===== src/rtl/fifo_wr_arbiter_if.sv =====
// fifo_wr_arbiter_if: request and FIFO-write bundle shared by the requesters and the arbiter
//   master : enable, req_valid, req_last, req_data, fifo_rd_en driven by the requester/consumer side
//   slave  : req_ready, fifo_wr_en, fifo_data_in, grant_id, busy, occupancy, err_underflow driven by the arbiter
interface fifo_wr_arbiter_if #(
    parameter int NUM_REQ = 4,
    parameter int WIDTH   = 8,
    parameter int DEPTH   = 4
);
    localparam int IW = NUM_REQ > 1 ? $clog2(NUM_REQ) : 1;
    localparam int OW = $clog2(DEPTH) + 1;
    logic                     enable;
    logic [NUM_REQ-1:0]       req_valid;
    logic [NUM_REQ-1:0]       req_last;
    logic [NUM_REQ*WIDTH-1:0] req_data;
    logic                     fifo_rd_en;
    logic [NUM_REQ-1:0]       req_ready;
    logic                     fifo_wr_en;
    logic [WIDTH-1:0]         fifo_data_in;
    logic [IW-1:0]            grant_id;
    logic                     busy;
    logic [OW-1:0]            occupancy;
    logic                     err_underflow;
    modport master (
        output enable, req_valid, req_last, req_data, fifo_rd_en,
        input  req_ready, fifo_wr_en, fifo_data_in, grant_id, busy, occupancy, err_underflow
    );
    modport slave (
        input  enable, req_valid, req_last, req_data, fifo_rd_en,
        output req_ready, fifo_wr_en, fifo_data_in, grant_id, busy, occupancy, err_underflow
    );
endinterface


===== src/rtl/fifo_wr_arbiter.sv =====
// fifo_wr_arbiter: round-robin arbiter sharing one FIFO write port among NUM_REQ requesters
//   clk, rst : single rising-edge clock, synchronous active-high reset
//   bus      : fifo_wr_arbiter_if.slave carrying the request, FIFO write and status signals
//   ARB_BURST_LOCK_EN : when defined, a grant is held until a beat with req_last is accepted;
//                       otherwise every accepted beat releases the grant
module fifo_wr_arbiter #(
    parameter int NUM_REQ = 4,
    parameter int WIDTH   = 8,
    parameter int DEPTH   = 4
) (
    input  logic              clk,
    input  logic              rst,
    fifo_wr_arbiter_if.slave  bus
);
    localparam int IW = NUM_REQ > 1 ? $clog2(NUM_REQ) : 1;
    localparam int OW = $clog2(DEPTH) + 1;
    typedef enum logic {IDLE, GRANT} state_t;
    state_t        state, state_n;
    logic [IW-1:0] rr_ptr, rr_n, grant_id, grant_n, sel, idx;
    logic [OW-1:0] occ, occ_n;
    logic          err, err_n, found, rdy, wr, rd, done;
    // First valid requester at or after rr_ptr, wrapping.
    always_comb begin
        sel   = '0;
        idx   = '0;
        found = 1'b0;
        for (int k = 0; k < NUM_REQ; k++) begin
            idx = IW'((int'(rr_ptr) + k) % NUM_REQ);
            if (!found && bus.req_valid[idx]) begin
                sel   = idx;
                found = 1'b1;
            end
        end
    end
    // rst gates the strobes so a burst abandoned by reset writes nothing that cycle.
    assign rdy = !rst && bus.enable && state == GRANT && occ < OW'(DEPTH);
    assign wr  = rdy && bus.req_valid[grant_id];
    assign rd  = bus.fifo_rd_en && bus.enable && occ != '0;
`ifdef ARB_BURST_LOCK_EN
    assign done = wr && bus.req_last[grant_id];
`else
    logic unused_last;
    assign unused_last = ^bus.req_last;
    assign done = wr;
`endif
    assign bus.req_ready     = rdy ? NUM_REQ'(1) << grant_id : '0;
    assign bus.fifo_wr_en    = wr;
    assign bus.fifo_data_in  = bus.req_data[int'(grant_id)*WIDTH +: WIDTH];
    assign bus.grant_id      = grant_id;
    assign bus.busy          = state == GRANT;
    assign bus.occupancy     = occ;
    assign bus.err_underflow = err;
    always_comb begin
        state_n = state;
        grant_n = grant_id;
        rr_n    = rr_ptr;
        if (bus.enable && state == IDLE && |bus.req_valid) begin
            state_n = GRANT;
            grant_n = sel;
        end
        if (state == GRANT && done) begin
            state_n = IDLE;
            rr_n    = grant_id == IW'(NUM_REQ - 1) ? '0 : grant_id + 1'b1;
        end
        occ_n = occ + OW'(wr) - OW'(rd);
        err_n = err || (bus.fifo_rd_en && bus.enable && occ == '0);
    end
    always_ff @(posedge clk) begin
        if (rst) begin
            state    <= IDLE;
            rr_ptr   <= '0;
            grant_id <= '0;
            occ      <= '0;
            err      <= 1'b0;
        end else begin
            state    <= state_n;
            rr_ptr   <= rr_n;
            grant_id <= grant_n;
            occ      <= occ_n;
            err      <= err_n;
        end
    end
endmodule


===== src/flat_wrapper.sv =====
// flat-port wrapper written by rule: the top's interface ports become plain ports
module fifo_wr_arbiter_flat 
#(
    parameter int NUM_REQ = 4,
    parameter int WIDTH   = 8,
    parameter int DEPTH   = 4
)
  (clk, rst, bus_enable, bus_req_valid, bus_req_last, bus_req_data, bus_fifo_rd_en, bus_req_ready, bus_fifo_wr_en, bus_fifo_data_in, bus_grant_id, bus_busy, bus_occupancy, bus_err_underflow);
  fifo_wr_arbiter_if #(.NUM_REQ(NUM_REQ), .WIDTH(WIDTH), .DEPTH(DEPTH)) bus_i ();
  input  logic clk;
  input  logic rst;
  input wire logic [$bits(bus_i.enable)-1:0] bus_enable;
  input wire logic [$bits(bus_i.req_valid)-1:0] bus_req_valid;
  input wire logic [$bits(bus_i.req_last)-1:0] bus_req_last;
  input wire logic [$bits(bus_i.req_data)-1:0] bus_req_data;
  input wire logic [$bits(bus_i.fifo_rd_en)-1:0] bus_fifo_rd_en;
  output wire logic [$bits(bus_i.req_ready)-1:0] bus_req_ready;
  output wire logic [$bits(bus_i.fifo_wr_en)-1:0] bus_fifo_wr_en;
  output wire logic [$bits(bus_i.fifo_data_in)-1:0] bus_fifo_data_in;
  output wire logic [$bits(bus_i.grant_id)-1:0] bus_grant_id;
  output wire logic [$bits(bus_i.busy)-1:0] bus_busy;
  output wire logic [$bits(bus_i.occupancy)-1:0] bus_occupancy;
  output wire logic [$bits(bus_i.err_underflow)-1:0] bus_err_underflow;
  assign bus_i.enable = bus_enable;
  assign bus_i.req_valid = bus_req_valid;
  assign bus_i.req_last = bus_req_last;
  assign bus_i.req_data = bus_req_data;
  assign bus_i.fifo_rd_en = bus_fifo_rd_en;
  assign bus_req_ready = bus_i.req_ready;
  assign bus_fifo_wr_en = bus_i.fifo_wr_en;
  assign bus_fifo_data_in = bus_i.fifo_data_in;
  assign bus_grant_id = bus_i.grant_id;
  assign bus_busy = bus_i.busy;
  assign bus_occupancy = bus_i.occupancy;
  assign bus_err_underflow = bus_i.err_underflow;
  fifo_wr_arbiter #(.NUM_REQ(NUM_REQ), .WIDTH(WIDTH), .DEPTH(DEPTH)) u_core (.clk(clk), .rst(rst), .bus(bus_i));
endmodule

===== config.mk =====
export PLATFORM = sky130hd
export DESIGN_NAME = fifo_wr_arbiter_flat
export DESIGN_NICKNAME = d
export VERILOG_FILES = /design/src/rtl/fifo_wr_arbiter_if.sv /design/src/rtl/fifo_wr_arbiter.sv /design/src/flat_wrapper.sv
export SDC_FILE = /design/constraint.sdc
export NUM_CORES = 1
export LEC_CHECK = 0
export ABC_AREA = 1
export CAP_MARGIN = 10
export CORE_ASPECT_RATIO = 1.25
export CORE_MARGIN = 4
export CORE_UTILIZATION = 36
export CTS_CLUSTER_SIZE = 30
export DETAILED_ROUTE_END_ITERATION = 7
export PLACE_DENSITY = 0.8
export SYNTH_ARGS = -nofsm -noshare
export SYNTH_HDL_FRONTEND = slang
export SYNTH_SLANG_ARGS = --single-unit

===== constraint.sdc =====
create_clock -name clk -period 2.9 [get_ports clk]
set_clock_uncertainty 0.05 [all_clocks]
set_input_delay 0.87 -clock clk [delete_from_list [all_inputs] [get_ports clk]]
set_output_delay 0.87 -clock clk [all_outputs]
set_load 0.1 [all_outputs]

==> impl_metrics.ini, run 1 <==
[floorplan]
start_util = 0.389
die_area_um2 = 3630
die_y_um = 66.4
io_pins = 64
core-area_um2 = 2530
num_rows = 20
dieWidth_um = 54.7

[cts]
cts_tree = done
clockBufferDepth = 2
cts.hold.buffers_added = 0
cts_setup_buffers = 0
clk_latency_ns = 0.27
cts.sinks = 9
cts_buffers = 3
cts-root-buf = clkbuf_4
path_clk_slew_ns = 0.06
htree_levels = 1

[logic_synthesis]
synth_top_area_frac = 0.183
ys_warn_count = 0
yosysTopAreaCell = dfxtp_1
synth_common_cells = nand2_1, nor2_1, o21ai_0
ys_seq_area_frac = 0.183
synth.avg_cell_area_um2 = 5.95
synth_seq_cells = 9
synth_ff_type = dfxtp_1
synth_cells = 165
async_flop_share = 0
ys_types = 26
synth.most_common_cell = nand2_1
synthTopCellsByArea = dfxtp_1, nand2_1, nor2_1, o21ai_0, ha_1
synth_area_um2 = 982
synth_edf_count = 0
syn_nets = 216

[global_routing]
grt_pass1_wl_mm = 6.07
grt_usage = 0.224
grt_max_degree = 23
antenna_found_initial = 0
grt-ovfl-total = 0
grt_pass1_vias = 1331

[power_and_ir_drop]
swShare = 0.565
clock_power_share = 0.096
switching_power_mw = 0.610
power.internal_mw = 0.470
p_per_area_nw_per_um2 = 549
p_seq_frac = 0.176
leakagePower_nw = 0.887
vdd_drop_max_v = 0.000599
combPwrFrac = 0.728

[final_layout]
area_growth_pct = 100
n_fill_cell = 178
diodes = 0
fin_area_um2 = 1970
final_nets = 287
drive_above_1_share = 0.306
instances_no_fill = 268

[worst_setup_path]
rrSetupSlack_ns = 0.53
crit_type = in2out
worstPathCellList = clkdlybuf4s50_1, o21ai_0, o22ai_4, buf_12
r2r_start = u_core.bus.grant_id[0]
worst_path_max_delay_cell = clkdlybuf4s50_1
worstPathArrival_ns = 1.89
rr_worst_depth = 13
cp_max_fo = 1
timing.rr.end = u_core.bus.occupancy[2]
critPathLaunchType = input port
critPathCaptureType = output pin
worstPathRequired_ns = 1.98
max_stage_delay_ns = 0.40

[drt]
drc_errors = 0
routed-via-count = 1371
routed_wl_mm = 3.69
drt_iter0_markers = 50
vias_per_cell = 5.12
firstDrtPassIters = 4
avgRoutedWirePerCell_um = 13.8
ant_nets = 0

[status]
status = finished, final reports clean

[placed_design]
port_buffers = 59
gp_congestion = 0.841
dp_cells = 264
placed_area_um2 = 1930
dpl.hpwl_mm = 3.03

[hold_path]
hp-class = reg2reg
hold-path-cell-count = 1
hold_end = u_core.bus.occupancy[2]
worstHoldStart = u_core.bus.occupancy[2]

[job]
maxCapViolCount = 0

[timing]
timing.fmax_ghz = 0.356
rsz0062_at_grt = no
timing.hold.ws_ns = 0.419
period_minus_slack_ns = 2.81
fin_crit_sh = 0.968
tightest_slew_ns = 0.436
setup_viol = 0
relSlewSlack = 0.709
hold_violations = 0
timing.final.max_slew_violations = 0
[sequential cells by signal, summed over array words and instances (netlist names)]
register and count:
u_core.bus.busy 1, u_core.bus.err_underflow 1, u_core.bus.grant_id 2, u_core.bus.occupancy 3
u_core.rr_ptr 2
[critical path: cells and delay by family]
family	cells	cell delay, ns
AO/OA/AOI/OAI	2	0.43
buffers and inverters	2	0.58
[worst max-delay path by stage]
stage / start / end / slack, ns / cells past startpoint
6_report: bus_req_data[9] / bus_fifo_data_in[1] / 0.09 / 4
5_1_grt: bus_req_data[8] / bus_fifo_data_in[0] / 0.008 / 4
4_1_cts: bus_req_valid[1] / bus_fifo_wr_en / 0.01 / 7
3_5_place_dp: bus_req_valid[2] / u_core.bus.occupancy[2] / -0.26 / 14
3_3_place_gp: bus_req_valid[2] / u_core.bus.occupancy[2] / -0.23 / 14
2_1_floorplan: rst / u_core.bus.occupancy[2] / 0.01 / 12
[metal layers]
metal  up-vias  track usage  routed length (um)
met5         -            0                   0
met4         0       0.0810                  70
met3         7       0.0271                 250
met2        44        0.441                2100
met1       641        0.223                1260
li1        679            -                   -
[metrics by stage]
stage	setup TNS (ns)	setup slack [ns]	utilization	total power [mW]
after floorplan	0	0.0135	-	0.735
after global placement	-0.650	-0.227	0.764	0.964
after detailed placement	-0.838	-0.259	0.764	0.982
after CTS	0	0.0149	0.775	1.09
after global routing	0	0.00817	0.779	1.14
final	0	0.0919	0.779	1.08
[final cells by class]
cell class | instances | area (um^2) | area share
multi-input cells | 128 | 817 | 0.415
inverters | 22 | 92.6 | 0.0470
well taps | 33 | 41.3 | 0.0210
clock buffers | 4 | 26.3 | 0.0134
repair buffers | 72 | 806 | 0.409
flip-flops and latches | 9 | 185 | 0.0941
[cell usage in the layout (no fill, tap or decap)]
cell             netlist  layout
dfxtp_2                0       4
a21oi_2                0       1
nand3b_1               1       1
clkbuf_1               1       1
nand3_1                8       8
clkinv_1               1       1
o21a_1                 1       1
nor2_1                29      25
clkbuf_4               0       3
buf_12                 0      13
nand2_4                1       1
inv_4                  0       2
o22ai_4                0       8
dlymetal6s2s_1         0       2
inv_1                 14      13
buf_4                  1      19
xor2_1                 1       1
inv_6                  1       1
ha_1                   6       6
nor2_4                 1       5
o21ai_0               20      18
dlygate4sd2_1          0       3
dfxtp_1                9       5
clkdlybuf4s50_1        0      33
buf_6                  2       1
nand2_2                8       8
nand2_1               30      30
fa_2                   0       1
a21oi_1                7       6
o21ai_1                4       6
inv_2                  6       5
nand4_1                1       1
clkdlybuf4s15_1        0       1
nor4_1                 1       1
[power by group through the flow]
stage                     sequential [mW]  combinational, mW  clock (mW)
after floorplan                     0.336              0.399           0
after global placement              0.191              0.773           0
after detailed placement            0.193              0.789           0
after CTS                           0.191              0.791       0.105
after global routing                0.195              0.831       0.114
final                               0.190              0.786       0.103
[repair_timing]
| item | 4_1_cts | 5_1_grt |
|---|---|---|
| endpoints found under the setup margin | 5 | 1 |
| gates resized for setup | 7 | 5 |
| pin swaps | 2 | 1 |
[cells by family (layout without fill, tap and decap cells)]
logic type | count (synthesis) | after routing | share of synthesized area
and+or+nand+nor | 80 | 80 | 0.361
buffers and inverters | 28 | 98 | 0.134
AOI/OAI and AO/OA | 40 | 40 | 0.217
adders and majority gates | 7 | 7 | 0.0968
xor gates and xnor gates | 1 | 1 | 0.00892
DFF | 9 | 9 | 0.183
(Power assumes the default switching activity.)
==> run 2, diff against run 1 <==
--- a/config.mk
+++ b/config.mk
@@ -13,6 +13,7 @@
 export CTS_CLUSTER_SIZE = 30
 export DETAILED_ROUTE_END_ITERATION = 7
 export PLACE_DENSITY = 0.8
+export SETUP_SLACK_MARGIN = 0.15
 export SYNTH_ARGS = -nofsm -noshare
 export SYNTH_HDL_FRONTEND = slang
 export SYNTH_SLANG_ARGS = --single-unit
==> run 2 against run 1 <==
Against the previous run:
- sequential power grew 3%
- sequential cell count unchanged
- worst setup slack better by 0.016 ns
- fmax rose by 0.56%
- hold slack worse by 0.0031 ns
- critical path type unchanged
- critical endpoint is now bus_fifo_data_in[6]
- highest routed layer unchanged
==> impl_metrics.ini, run 2 (synthesized netlist as in run 1, its figures left out) <==
[drt]
ant_nets = 0
drc_errors = 0
vias_per_cell = 5.16
drt_iter0_markers = 41
firstDrtPassIters = 4
routed-via-count = 1377
avgRoutedWirePerCell_um = 14.7
routed_wl_mm = 3.92

[hold_path]
worstHoldStart = u_core.bus.occupancy[2]
hp-class = reg2reg

[timing]
setup_viol = 0
timing.final.max_slew_violations = 0
fin_crit_sh = 0.963
fin_tns_setup_ns = 0
timing.fmax_ghz = 0.358
hold_violations = 0
period_minus_slack_ns = 2.79
relSlewSlack = 0.715
rsz0062_at_grt = yes
tightest_slew_ns = 0.426

[global_routing]
grt_pass1_vias = 1454
grt-ovfl-total = 0
grt_max_degree = 23
grtUsageMet1 = 0.227
grt_busiest_layer = met2
met2_usage = 0.432
antenna_found_initial = 0
grt_usage = 0.233
grt_pass1_wl_mm = 6.27
met3_usage = 0.0361

[floorplan]
start_util = 0.389
die_area_um2 = 3630
die_y_um = 66.4
core-area_um2 = 2530
dieWidth_um = 54.7
io_pins = 64
num_rows = 20

[final_layout]
area_growth_pct = 102
largest_reg_flops = 3
drive_above_1_share = 0.321
diodes = 0
final_cell_mix = clkdlybuf4s50_1, nand2_1, nor2_1
final_common_cell = clkdlybuf4s50_1
final_nets = 286

[worst_setup_path]
timing.rr.end = u_core.bus.occupancy[2]
critPathCaptureType = output pin
critPathLaunchType = input port
worst_path_max_delay_cell = clkdlybuf4s50_1
crit_start = bus_req_data[22]
cp-endpoint = bus_fifo_data_in[6]
path_depth = 4
crit_type = in2out
worstPathRequired_ns = 1.98
max_stage_delay_ns = 0.41
r2r_start = u_core.bus.grant_id[0]
rrSetupSlack_ns = 0.28
cp_max_fo = 1
worstPathCellList = clkdlybuf4s50_1, o21ai_0, o22ai_4, buf_12
path_buf_inv = 2
rr_worst_depth = 14
cp_top_family = buffers and inverters
worstPathArrival_ns = 1.87

[cts]
cts.sinks = 9
cts_tree = done
htree_levels = 1
path_clk_slew_ns = 0.06
cts-root-buf = clkbuf_4
cts_buffers = 3
clk_latency_ns = 0.27
clockBufferDepth = 2

[power_and_ir_drop]
power.total_mw = 1.09
p_per_area_nw_per_um2 = 551
vdd_drop_max_v = 0.000524
leakagePower_nw = 0.876

[status]
status = finished, final reports clean

[placed_design]
port_buffers = 59
gp_congestion = 0.789
dpl.hpwl_mm = 3.13

[job]
maxCapViolCount = 0
run 2: worst register-to-register path, stage by stage (launching register included):
cell and delay [ns]:
dfxtp_4 0.50, inv_2 0.23, a21oi_2 0.20, o21ai_1 0.08, nand2_1 0.10, nand2_2 0.06, buf_4 0.14, ha_4 0.20
inv_1 0.05, ha_1 0.13, inv_1 0.05, fa_2 0.37, xor2_2 0.16, o21ai_1 0.13, a21oi_1 0.05
run 2: what timing repair did:
item,4_1_cts,5_1_grt
buffers inserted,1,0
gates resized for setup,14,14
hold buffers,0,0
endpoints found under the setup margin,14,13
pin swaps,4,4
run 2: worst min path at each step:
| stage | to | slack, ns | depth (start not counted) |
|---|---|---|---|
| 5_1_grt | u_core.bus.occupancy[2] | 0.45 | 1 |
| 6_report | u_core.bus.occupancy[2] | 0.42 | 1 |
| 2_1_floorplan | u_core.rr_ptr[1] | 0.49 | 2 |
| 3_3_place_gp | u_core.bus.occupancy[2] | 0.39 | 1 |
| 3_5_place_dp | u_core.bus.occupancy[2] | 0.40 | 1 |
| 4_1_cts | u_core.bus.occupancy[2] | 0.41 | 1 |
run 2: power breakdown:
| part | total, mW | switching (mW) | internal, mW |
|---|---|---|---|
| Clock | 0.0997 | 0.0465 | 0.0532 |
| Sequential | 0.196 | 0.0451 | 0.151 |
| Combinational | 0.799 | 0.527 | 0.272 |
| Total | 1.09 | 0.619 | 0.476 |
run 2: through the flow:
step / cell area [um^2] / worst slack [ns] / hold slack (ns) / util / instances
global route: 1990 / 0.0467 / 0.454 / 0.786 / 267
CTS: 1970 / 0.0971 / 0.415 / 0.781 / 267
global placement: 1940 / -0.201 / 0.395 / 0.768 / 262
detailed placement: 1940 / -0.270 / 0.404 / 0.768 / 262
finish: 1990 / 0.107 / 0.416 / 0.786 / 267
floorplan: 1160 / 0.0687 / 0.487 / - / 165
run 2: layout make-up:
type | count | area [um^2]
well taps | 33 | 41.3
fillers | 183 | 541
inverters | 22 | 100
flip-flops and latches | 9 | 188
multi-input cells | 128 | 841
clock buffers | 4 | 26.3
repair buffers | 71 | 791
run 2: per-layer routing:
| layer | up-vias | part of all wire | wire length (um) |
|---|---|---|---|
| met5 | - | 0 | 0 |
| li1 | 673 | - | - |
| met2 | 63 | 0.50 | 1980 |
| met1 | 628 | 0.36 | 1410 |
| met4 | 0 | 0.040 | 156 |
| met3 | 13 | 0.096 | 377 |
==> run 3, diff against run 2 <==
--- a/config.mk
+++ b/config.mk
@@ -9,10 +9,10 @@
 export CAP_MARGIN = 10
 export CORE_ASPECT_RATIO = 1.25
 export CORE_MARGIN = 4
-export CORE_UTILIZATION = 36
+export CORE_UTILIZATION = 30
 export CTS_CLUSTER_SIZE = 30
 export DETAILED_ROUTE_END_ITERATION = 7
-export PLACE_DENSITY = 0.8
+export PLACE_DENSITY = 0.69
 export SETUP_SLACK_MARGIN = 0.15
 export SYNTH_ARGS = -nofsm -noshare
 export SYNTH_HDL_FRONTEND = slang
==> run 3 against run 2 <==
Against the previous run:
- register-to-register slack better by 0.12 ns
- critical path type unchanged
- clock-buffer cell count unchanged
- first-iteration DRC count down 2.4%
- critical path depth unchanged
- combinational power up 4.5%
- global-route usage down 6.5 points
- non-clock buffer count up 4
- cell count up 2.6%
- largest power group unchanged
- largest cell class unchanged
- worst setup slack better by 0.065 ns
- clock power down 2.8%
==> impl_metrics.ini, run 3 (synthesized netlist as in run 1, its figures left out) <==
[cts]
cts.sinks = 9
cts-root-buf = clkbuf_4
path_clk_slew_ns = 0.06
cts_buffers = 3
clockBufferDepth = 2
htree_levels = 1
cts_tree = done
clk_latency_ns = 0.26

[power_and_ir_drop]
leakagePower_nw = 0.926
p_per_area_nw_per_um2 = 549
vdd_drop_max_v = 0.000762
power.total_mw = 1.13

[timing]
postLayoutSetupSlackWorst_ns = 0.173
timing.hold.ws_ns = 0.425
tightest_slew_ns = 0.440
fin_crit_sh = 0.940
timing.final.max_slew_violations = 0
rsz0062_at_grt = yes
hold_violations = 0
period_minus_slack_ns = 2.73
timing.fmax_ghz = 0.367
fin_tns_setup_ns = 0
relSlewSlack = 0.707
setup_viol = 0

[floorplan]
die_y_um = 72.0
core-area_um2 = 3030
die_area_um2 = 4260
io_pins = 64
num_rows = 22
start_util = 0.324
dieWidth_um = 59.2

[drt]
drt_iter0_markers = 40
drc_errors = 0
avgRoutedWirePerCell_um = 13.1
ant_nets = 0
vias_per_cell = 4.88
routed_wl_mm = 3.58
routed-via-count = 1336
firstDrtPassIters = 4

[final_layout]
final_cell_mix = nand2_1, clkdlybuf4s50_1, nor2_1
finish.utilization = 0.682
final_nets = 290
n_fill_cell = 263
largest_reg_flops = 3
multi_input_area_um2 = 887
area_growth_pct = 110
seq_area_um2 = 190
drive_above_1_share = 0.378
diodes = 0

[worst_setup_path]
critPathCaptureType = output pin
path_buf_inv = 2
worstPathRequired_ns = 1.98
cp_max_fo = 1
worstPathArrival_ns = 1.81
cp_top_family = buffers and inverters
r2r_start = u_core.bus.grant_id[0]
crit_type = in2out
worstPathCellList = clkdlybuf4s50_1, o21ai_1, o22ai_4, buf_12
crit_start = bus_req_data[21]
worst_path_max_delay_cell = clkdlybuf4s50_1
rrSetupSlack_ns = 0.40
max_stage_delay_ns = 0.46
critPathLaunchType = input port

[global_routing]
grt_pass1_wl_mm = 5.75
grt-ovfl-total = 0
grt_pass1_vias = 1340
grt_max_degree = 23
grt_usage = 0.167
antenna_found_initial = 0

[hold_path]
worstHoldStart = u_core.bus.err_underflow
hp-class = reg2reg

[placed_design]
port_buffers = 59
place_ws_ns = -0.236
gp_congestion = 0.924
dpl.hpwl_mm = 2.79

[job]
maxCapViolCount = 0

[status]
status = finished, final reports clean
-- run 3: path summary, 6_finish.rpt --
kind                         endpoint  depth (start not counted)
max               bus_fifo_data_in[5]                          4
min          u_core.bus.err_underflow                          1
max reg2reg   u_core.bus.occupancy[2]                         14
min reg2reg  u_core.bus.err_underflow                          1
-- run 3: layout make-up --
| class | count | area share |
|---|---|---|
| Tap cell | 36 | 0.0218 |
| Multi-Input combinational cell | 128 | 0.429 |
| Sequential cell | 9 | 0.0921 |
| Inverter | 22 | 0.0497 |
| Timing Repair Buffer | 75 | 0.394 |
| Clock buffer | 4 | 0.0127 |
-- run 3: what timing repair did --
action / CTS / global route
endpoints found under the setup margin: 14 / 14
gates resized for setup: 13 / 42
cloned: 0 / 0
buffers inserted: 3 / 1
endpoints found under the hold margin: 0 / 0
hold buffers: 0 / 0
pin swaps: 4 / 11
-- run 3: worst reg2reg max path, cell delays in order, from the launching register on --
cell,delay [ns]
dfxtp_4,0.45
inv_4,0.14
a21oi_2,0.14
o21ai_1,0.07
nand2_1,0.11
nand2_2,0.08
buf_4,0.15
ha_4,0.20
inv_1,0.06
ha_2,0.15
inv_1,0.05
fa_2,0.39
xor2_4,0.17
o21ai_2,0.14
a21oi_2,0.04
-- run 3: power by group --
group          switching [mW]  internal (mW)
Clock                  0.0439         0.0530
Sequential             0.0505          0.151
Combinational           0.544          0.291
Total                   0.639          0.495
-- run 3: metal layers --
layer / global-route usage / vias up / share of wire
li1: - / 680 / -
met1: 0.178 / 601 / 0.38
met2: 0.333 / 51 / 0.52
met3: 0.0320 / 4 / 0.090
met4: 0.0252 / 0 / 0.0075
met5: 0 / - / 0
-- run 3: stage by stage --
step                std cells  cell area, um^2
floorplan                 165             1160
CTS                       273             2000
finish                    274             2070
global placement          266             1950
detailed placement        266             1950
global route              274             2070
